### src/rtl/weapon_pkg.sv
`default_nettype none
// ============================================================================
// Package  : weapon_pkg
// Brief    : Shared attack-state enum, character class codes and default
//            frame counts for the weapon attack controller.
// Revision : 1.0 - initial release
// ============================================================================
package weapon_pkg;

  typedef enum logic [1:0] {
    IDLE     = 2'd0,
    WINDUP   = 2'd1,
    ACTIVE   = 2'd2,
    COOLDOWN = 2'd3
  } attack_state_t;

  localparam logic CLASS_MELEE  = 1'b0;
  localparam logic CLASS_ARCHER = 1'b1;

  localparam int DEFAULT_WINDUP_FRAMES   = 2;
  localparam int DEFAULT_ACTIVE_FRAMES   = 4;
  localparam int DEFAULT_COOLDOWN_FRAMES = 8;

endpackage
`default_nettype wire

### src/rtl/weapon_attack_ctl_if.sv
`default_nettype none
// ============================================================================
// Interface : weapon_attack_ctl_if
// Brief     : Game-side inputs and sprite/projectile outputs of the weapon
//             attack controller.
// Revision  : 1.0 - initial release
// ============================================================================
interface weapon_attack_ctl_if;

  logic       frame_tick;
  logic       mouse_clicked;
  logic       char_class;
  logic       flip_hor;
  logic       proj_busy;
  logic       draw_weapon;
  logic       melee_hit;
  logic       proj_spawn;
  logic       proj_dir;
  logic       busy;
  logic [1:0] attack_state;

  modport master (
    output frame_tick, mouse_clicked, char_class, flip_hor, proj_busy,
    input  draw_weapon, melee_hit, proj_spawn, proj_dir, busy, attack_state
  );

  modport slave (
    input  frame_tick, mouse_clicked, char_class, flip_hor, proj_busy,
    output draw_weapon, melee_hit, proj_spawn, proj_dir, busy, attack_state
  );

endinterface
`default_nettype wire

### src/rtl/frame_down_counter.sv
`default_nettype none
// ============================================================================
// Module   : frame_down_counter
// Brief    : 8-bit loadable frame down-counter; saturates at zero.
// Revision : 1.0 - initial release
// ============================================================================
module frame_down_counter (
  input  logic       clk,
  input  logic       rst,
  input  logic       load,
  input  logic [7:0] load_value,
  input  logic       tick,
  output logic       zero
);

  logic [7:0] r_count;

  // Load wins over tick so a tick in the load cycle is never counted.
  always_ff @(posedge clk or posedge rst) begin
    if (rst) begin
      r_count <= 8'd0;
    end else if (load) begin
      r_count <= load_value;
    end else if (tick && (r_count != 8'd0)) begin
      r_count <= r_count - 8'd1;
    end
  end

  assign zero = (r_count == 8'd0);

endmodule
`default_nettype wire

### src/rtl/weapon_attack_ctl.sv
`default_nettype none
// ============================================================================
// Module   : weapon_attack_ctl
// Brief    : IDLE/WINDUP/ACTIVE/COOLDOWN attack sequencer timed in frames.
//            Define WEAPON_AUTO_FIRE_EN for level-triggered auto fire.
// Revision : 1.0 - initial release
// ============================================================================
module weapon_attack_ctl
  import weapon_pkg::*;
#(
  parameter int WINDUP_FRAMES   = DEFAULT_WINDUP_FRAMES,
  parameter int ACTIVE_FRAMES   = DEFAULT_ACTIVE_FRAMES,
  parameter int COOLDOWN_FRAMES = DEFAULT_COOLDOWN_FRAMES
) (
  input  logic                clk,
  input  logic                rst,
  weapon_attack_ctl_if.slave  bus
);

  localparam logic [7:0] c_windup   = 8'(WINDUP_FRAMES);
  localparam logic [7:0] c_active   = 8'(ACTIVE_FRAMES);
  localparam logic [7:0] c_cooldown = 8'(COOLDOWN_FRAMES);

  attack_state_t r_state;
  logic          r_entry;
  logic          r_class;
  logic          r_dir;
  logic          r_draw;
  logic          r_hit;
  logic          r_spawn;
  logic          r_busy;
  logic          w_trigger;
  logic          w_zero;
  logic          w_done;
  logic [7:0]    w_load_value;

`ifdef WEAPON_AUTO_FIRE_EN
  assign w_trigger = bus.mouse_clicked;
`else
  logic r_mouse_prev;
  logic r_armed;

  // r_armed blocks a button held across reset until it is released once.
  always_ff @(posedge clk or posedge rst) begin
    if (rst) begin
      r_mouse_prev <= 1'b0;
      r_armed      <= 1'b0;
    end else begin
      r_mouse_prev <= bus.mouse_clicked;
      if (!bus.mouse_clicked) begin
        r_armed <= 1'b1;
      end
    end
  end

  assign w_trigger = bus.mouse_clicked && !r_mouse_prev && r_armed;
`endif

  always_comb begin
    w_load_value = 8'd0;
    case (r_state)
      WINDUP:   w_load_value = c_windup;
      ACTIVE:   w_load_value = c_active;
      COOLDOWN: w_load_value = c_cooldown;
      default:  w_load_value = 8'd0;
    endcase
  end

  frame_down_counter u_frame_cnt (
    .clk        (clk),
    .rst        (rst),
    .load       (r_entry),
    .load_value (w_load_value),
    .tick       (bus.frame_tick),
    .zero       (w_zero)
  );

  // The counter is reloaded during the entry cycle, so its zero flag is stale there.
  assign w_done = w_zero && !r_entry;

  always_ff @(posedge clk or posedge rst) begin
    if (rst) begin
      r_state <= IDLE;
      r_entry <= 1'b0;
      r_class <= 1'b0;
      r_dir   <= 1'b0;
      r_draw  <= 1'b0;
      r_hit   <= 1'b0;
      r_spawn <= 1'b0;
      r_busy  <= 1'b0;
    end else begin
      r_entry <= 1'b0;
      r_spawn <= 1'b0;
      case (r_state)
        IDLE: begin
          if (w_trigger && !((bus.char_class == CLASS_ARCHER) && bus.proj_busy)) begin
            r_state <= WINDUP;
            r_entry <= 1'b1;
            r_class <= bus.char_class;
            r_dir   <= bus.flip_hor;
            r_draw  <= 1'b1;
            r_busy  <= 1'b1;
          end
        end
        WINDUP: begin
          if (w_done) begin
            r_state <= ACTIVE;
            r_entry <= 1'b1;
            r_hit   <= (r_class == CLASS_MELEE);
            r_spawn <= (r_class == CLASS_ARCHER);
          end
        end
        ACTIVE: begin
          if (w_done) begin
            r_state <= COOLDOWN;
            r_entry <= 1'b1;
            r_draw  <= 1'b0;
            r_hit   <= 1'b0;
          end
        end
        COOLDOWN: begin
          if (w_done) begin
            r_state <= IDLE;
            r_busy  <= 1'b0;
          end
        end
        default: begin
          r_state <= IDLE;
        end
      endcase
    end
  end

  assign bus.draw_weapon  = r_draw;
  assign bus.melee_hit    = r_hit;
  assign bus.proj_spawn   = r_spawn;
  assign bus.proj_dir     = r_dir;
  assign bus.busy         = r_busy;
  assign bus.attack_state = r_state;

endmodule
`default_nettype wire

### src/flat_wrapper.sv
// flat-port wrapper written by rule: the top's interface ports become plain ports
module weapon_attack_ctl_flat import weapon_pkg::*;
#(
  parameter int WINDUP_FRAMES   = DEFAULT_WINDUP_FRAMES,
  parameter int ACTIVE_FRAMES   = DEFAULT_ACTIVE_FRAMES,
  parameter int COOLDOWN_FRAMES = DEFAULT_COOLDOWN_FRAMES
)
  (clk, rst, bus_frame_tick, bus_mouse_clicked, bus_char_class, bus_flip_hor, bus_proj_busy, bus_draw_weapon, bus_melee_hit, bus_proj_spawn, bus_proj_dir, bus_busy, bus_attack_state);
  weapon_attack_ctl_if bus_i ();
  input  logic clk;
  input  logic rst;
  input wire logic [$bits(bus_i.frame_tick)-1:0] bus_frame_tick;
  input wire logic [$bits(bus_i.mouse_clicked)-1:0] bus_mouse_clicked;
  input wire logic [$bits(bus_i.char_class)-1:0] bus_char_class;
  input wire logic [$bits(bus_i.flip_hor)-1:0] bus_flip_hor;
  input wire logic [$bits(bus_i.proj_busy)-1:0] bus_proj_busy;
  output wire logic [$bits(bus_i.draw_weapon)-1:0] bus_draw_weapon;
  output wire logic [$bits(bus_i.melee_hit)-1:0] bus_melee_hit;
  output wire logic [$bits(bus_i.proj_spawn)-1:0] bus_proj_spawn;
  output wire logic [$bits(bus_i.proj_dir)-1:0] bus_proj_dir;
  output wire logic [$bits(bus_i.busy)-1:0] bus_busy;
  output wire logic [$bits(bus_i.attack_state)-1:0] bus_attack_state;
  assign bus_i.frame_tick = bus_frame_tick;
  assign bus_i.mouse_clicked = bus_mouse_clicked;
  assign bus_i.char_class = bus_char_class;
  assign bus_i.flip_hor = bus_flip_hor;
  assign bus_i.proj_busy = bus_proj_busy;
  assign bus_draw_weapon = bus_i.draw_weapon;
  assign bus_melee_hit = bus_i.melee_hit;
  assign bus_proj_spawn = bus_i.proj_spawn;
  assign bus_proj_dir = bus_i.proj_dir;
  assign bus_busy = bus_i.busy;
  assign bus_attack_state = bus_i.attack_state;
  weapon_attack_ctl #(.WINDUP_FRAMES(WINDUP_FRAMES), .ACTIVE_FRAMES(ACTIVE_FRAMES), .COOLDOWN_FRAMES(COOLDOWN_FRAMES)) u_core (.clk(clk), .rst(rst), .bus(bus_i));
endmodule
### config.mk
export PLATFORM = sky130hd
export DESIGN_NAME = weapon_attack_ctl_flat
export DESIGN_NICKNAME = d
export VERILOG_FILES = /design/src/rtl/weapon_pkg.sv /design/src/rtl/weapon_attack_ctl_if.sv /design/src/rtl/frame_down_counter.sv /design/src/rtl/weapon_attack_ctl.sv /design/src/flat_wrapper.sv
export SDC_FILE = /design/constraint.sdc
export NUM_CORES = 1
export LEC_CHECK = 0
export ABC_AREA = 1
export ABC_CLOCK_PERIOD_IN_PS = 2080
export BUFFER_PORTS_ARGS = -buffer_cell sky130_fd_sc_hd__buf_2
export CELL_PAD_IN_SITES_DETAIL_PLACEMENT = 0
export CELL_PAD_IN_SITES_GLOBAL_PLACEMENT = 1
export CORE_UTILIZATION = 35
export CTS_BUF_LIST = sky130_fd_sc_hd__clkbuf_8
export CTS_CLUSTER_SIZE = 30
export DETAILED_ROUTE_END_ITERATION = 7
export GPL_TIMING_DRIVEN = 1
export PLACE_DENSITY = 0.73
export RECOVER_POWER = 50
export SKIP_LAST_GASP = 1
export SYNTH_ARGS = -nofsm -noshare
export SYNTH_HDL_FRONTEND = slang
export SYNTH_SLANG_ARGS = --single-unit
### constraint.sdc
create_clock -name clk -period 2.08 [get_ports clk]
set_clock_uncertainty 0.15 [all_clocks]
set_input_delay 0.312 -clock clk [delete_from_list [all_inputs] [get_ports clk]]
set_output_delay 0.312 -clock clk [all_outputs]
set_load 0.05 [all_outputs]
==> load_flow_metrics.sql <==
INSERT INTO impl_metrics (metric_group, metric, value, unit) VALUES
('timing', 'max_freq', '623', 'MHz'),
('drt', 'detailroute.via_count', '921', ''),
('synthesis', 'mappedNetlistArea', '0.00115', 'mm²'),
('global_routing', 'grt_overflow_total', '0', ''),
('pwr', 'power_report.internal_total', '1.07', 'mW'),
('cts', 'clk_pin_slew', '0.07', 'ns'),
('pwr', 'sw_frac_of_total', '50.9', '%'),
('final_layout', 'layout.cells.most_common_list', 'sky130_fd_sc_hd__nand2_1 (28), sky130_fd_sc_hd__inv_1 (20), sky130_fd_sc_hd__dfrtp_1 (19), sky130_fd_sc_hd__nand3_1 (12), sky130_fd_sc_hd__buf_2 (11)', ''),
('critical_path', 'timing.critical_path.required', '2.08', 'ns'),
('global_routing', 'grt_antenna_before_repair', '0', ''),
('floorplanning', 'die_area', '0.00351', 'mm²'),
('critical_path', 'worst-endpoint-arrival', '1.61', 'ns'),
('timing', 'setup_repair_after_global_routing_missed_its_margin', 'no', ''),
('cts', 'worst_skew_pair.late_latency', '0.25', 'ns'),
('cts', 'cts_root_buf', 'sky130_fd_sc_hd__clkbuf_8', ''),
('drt', 'routed_via_density', '4.65', ''),
('final_layout', 'n_antenna_cell', '0', ''),
('final_layout', 'post-route-cell-area', '0.00131', 'mm²'),
('timing', 'finalWorstPathRequiredPeriod', '1.61', 'ns'),
('floorplanning', 'coreArea', '0.00308', 'mm²'),
('drt', 'wirelength', '2210', 'µm'),
('placed_design', 'post-dp-hpwl', '1730', 'µm'),
('pwr', 'pwr-share-comb', '58.2', '%'),
('global_routing', 'grt_use_total', '15.9', '%'),
('critical_path', 'cp-start-kind', 'flop', ''),
('critical_path', 'crit_path_top_delay_cell', 'sky130_fd_sc_hd__dfrtp_1', ''),
('critical_path', 'crit-reg2reg-launch', 'u_core.u_frame_cnt.r_count[0]$_DFFE_PP0P_', ''),
('flow_run', 'maxCapViolCount', '0', ''),
('timing', 'max-slew-margin-rel', '50.8', '%'),
('floorplanning', 'fp-row-count', '20', ''),
('drt', 'postRouteAntennaNets', '0', ''),
('global_routing', 'grt_max_degree', '20', ''),
('critical_path', 'worst_r2r_path_depth', '9', ''),
('critical_path', 'critical_path_buf_inv_count', '2', ''),
('critical_path', 'rrSetupSlack', '0.47', 'ns'),
('synthesis', 'synth_enable_flop_cells', '0', ''),
('final_layout', 'n_fill_cell', '321', ''),
('final_layout', 'net_total_in_the_final_layout', '170', ''),
('cts', 'holdBufCountCts', '0', ''),
('timing', 'timing_hold_violations_final', '0', ''),
('global_routing', 'busiest_layer', 'met2', ''),
('synthesis', 'synth_ff_type', 'sky130_fd_sc_hd__dfrtp_1', ''),
('final_layout', 'flow.area_growth_from_synthesis', '14.2', '%'),
('pwr', 'share_clk_of_total_power', '11.5', '%'),
('status', 'outcome', 'finished, final reports clean', ''),
('global_routing', 'grt_pass1_vias', '962', ''),
('min_path', 'min_path_type', 'input port to async pin', ''),
('global_routing', 'met1_usage', '20.1', '%'),
('floorplanning', 'die_y', '59.2', 'µm'),
('final_layout', 'layout_commonest_cell', 'sky130_fd_sc_hd__nand2_1', ''),
('critical_path', 'timing.critical_path.slowest_cell_delay', '0.36', 'ns'),
('synthesis', 'gate_count_post_synth', '137', ''),
('drt', 'drc_errors', '0', ''),
('timing', 'worst_pin_slew', '0.737', 'ns'),
('synthesis', 'netlist_cell_types', '24', ''),
('critical_path', 'crit_path_max_fanout', '7', ''),
('pwr', 'sequentialPowerShare', '30.3', '%'),
('pwr', 'p_leak', '0.678', 'nW'),
('pwr', 'total_power_density_per_cell_area', '1670', 'mW/mm²'),
('floorplanning', 'ios', '14', ''),
('critical_path', 'worstSetupPathType', 'flop to flop', ''),
('placed_design', 'area_post_placement', '0.00127', 'mm²'),
('cts', 'cts_tree', 'done', ''),
('critical_path', 'worstPathCellList', 'inv_1 > ha_1 > nand3_1 > nor2_4 > nor2_8 > nor2_8 > inv_4 > nand2_2 > o21ai_2', ''),
('synthesis', 'synth_nets', '152', ''),
('placed_design', 'buffer_ports.inserted', '13', ''),
('floorplanning', 'die_w', '59.2', 'µm'),
('drt', 'drt_iter0_drc', '31', ''),
('timing', 'final_critical_path_setup_slack', '0.474', 'ns'),
('synthesis', 'synthesis.yosys.warnings', '0', ''),
('timing', 'fin_crit_share', '77.2', '%');
-- area by class of cell --
| class | count | area share, % |
|---|---|---|
| Sequential cell | 19 | 36.3 |
| Tap cell | 44 | 4.21 |
| Multi-Input combinational cell | 95 | 44.5 |
| Inverter | 23 | 6.79 |
| Clock inverter | 1 | 0.287 |
| Timing Repair Buffer | 13 | 4.78 |
| Clock buffer | 3 | 3.15 |
-- cell families (layout without fill, tap and decap cells) --
group / count (synthesis) / after routing / synth area share, %
simple gates: 70 / 70 / 32.4
buf+inv: 23 / 40 / 7.75
flops: 19 / 19 / 41.5
compound gates: 15 / 15 / 8.08
fa+ha+maj: 8 / 8 / 8.73
xor+xnor: 2 / 2 / 1.53
-- synthesized netlist by cell type, types with 2 or more instances --
cell / count / area, µm²
sky130_fd_sc_hd__ha_1: 8 / 100
sky130_fd_sc_hd__o21ai_2: 4 / 35.0
sky130_fd_sc_hd__o21ai_0: 4 / 20.0
sky130_fd_sc_hd__inv_2: 3 / 11.3
sky130_fd_sc_hd__a21oi_1: 4 / 20.0
sky130_fd_sc_hd__nor3_1: 2 / 10.0
sky130_fd_sc_hd__nor2_8: 2 / 40.0
sky130_fd_sc_hd__nand2_1: 28 / 105
sky130_fd_sc_hd__nand3_1: 12 / 60.1
sky130_fd_sc_hd__nand2_2: 4 / 25.0
sky130_fd_sc_hd__nand4_1: 6 / 37.5
sky130_fd_sc_hd__inv_1: 19 / 71.3
sky130_fd_sc_hd__nor2_1: 10 / 37.5
sky130_fd_sc_hd__o21ai_1: 2 / 10.0
sky130_fd_sc_hd__nor2_4: 2 / 22.5
sky130_fd_sc_hd__dfrtp_1: 19 / 475
-- routing by layer --
layer / up-vias / share of wire [%] / wire length (µm)
met2: 8 / 49 / 1090
met1: 436 / 48 / 1060
met3: 2 / 2.2 / 49
met5: - / 0 / 0
met4: 0 / 0.77 / 17
li1: 475 / - / -
-- power by group through the flow --
stage	combinational (mW)	clock, mW	sequential, mW
after CTS	1.29	0.266	0.664
after global placement	1.28	0	0.666
after detailed placement	1.28	0	0.671
after floorplan	0.851	0	0.843
after global routing	1.45	0.280	0.685
final	1.27	0.251	0.662
-- sequential cells by signal (all words and copies together) (netlist names) --
signal and flops:
u_core.r_entry 1, u_core.r_mouse_prev 1, u_core.bus.busy 1, u_core.bus.melee_hit 1, u_core.r_class 1, u_core.bus.draw_weapon 1
u_core.bus.attack_state 2, u_core.r_armed 1, u_core.bus.proj_spawn 1, u_core.bus.proj_dir 1, u_core.u_frame_cnt.r_count 8
-- worst register-to-register path, delay by kind of cell, from the launching register on --
kind | cells | cell delay (ns)
simple gates | 5 | 0.57
compound gates | 1 | 0.05
flops | 1 | 0.36
fa+ha+maj | 1 | 0.18
buf+inv | 2 | 0.20
-- worst max-delay path by stage --
stage	cells after the start	endpoint	slack (ns)
after floorplan	8	u_core.bus.attack_state[0]$_DFFE_PP0P_	0.32
after global placement	9	u_core.u_frame_cnt.r_count[2]$_DFFE_PP0P_	0.51
after detailed placement	9	u_core.u_frame_cnt.r_count[2]$_DFFE_PP0P_	0.47
after CTS	9	u_core.u_frame_cnt.r_count[2]$_DFFE_PP0P_	0.46
after global routing	9	u_core.bus.attack_state[1]$_DFFE_PP0P_	0.32
final	9	u_core.u_frame_cnt.r_count[2]$_DFFE_PP0P_	0.47
-- metrics by stage --
step	util, %	power, mW	instances	hold WS (ns)
final	42.5	2.18	198	0.0252
after global placement	41.1	1.95	194	0.306
after floorplan	-	1.69	137	0.113
after detailed placement	41.1	1.95	194	0.313
after CTS	42.6	2.22	198	0.0451
after global routing	42.5	2.41	198	0.0625
No activity file was read; power rests on OpenSTA's default activity.
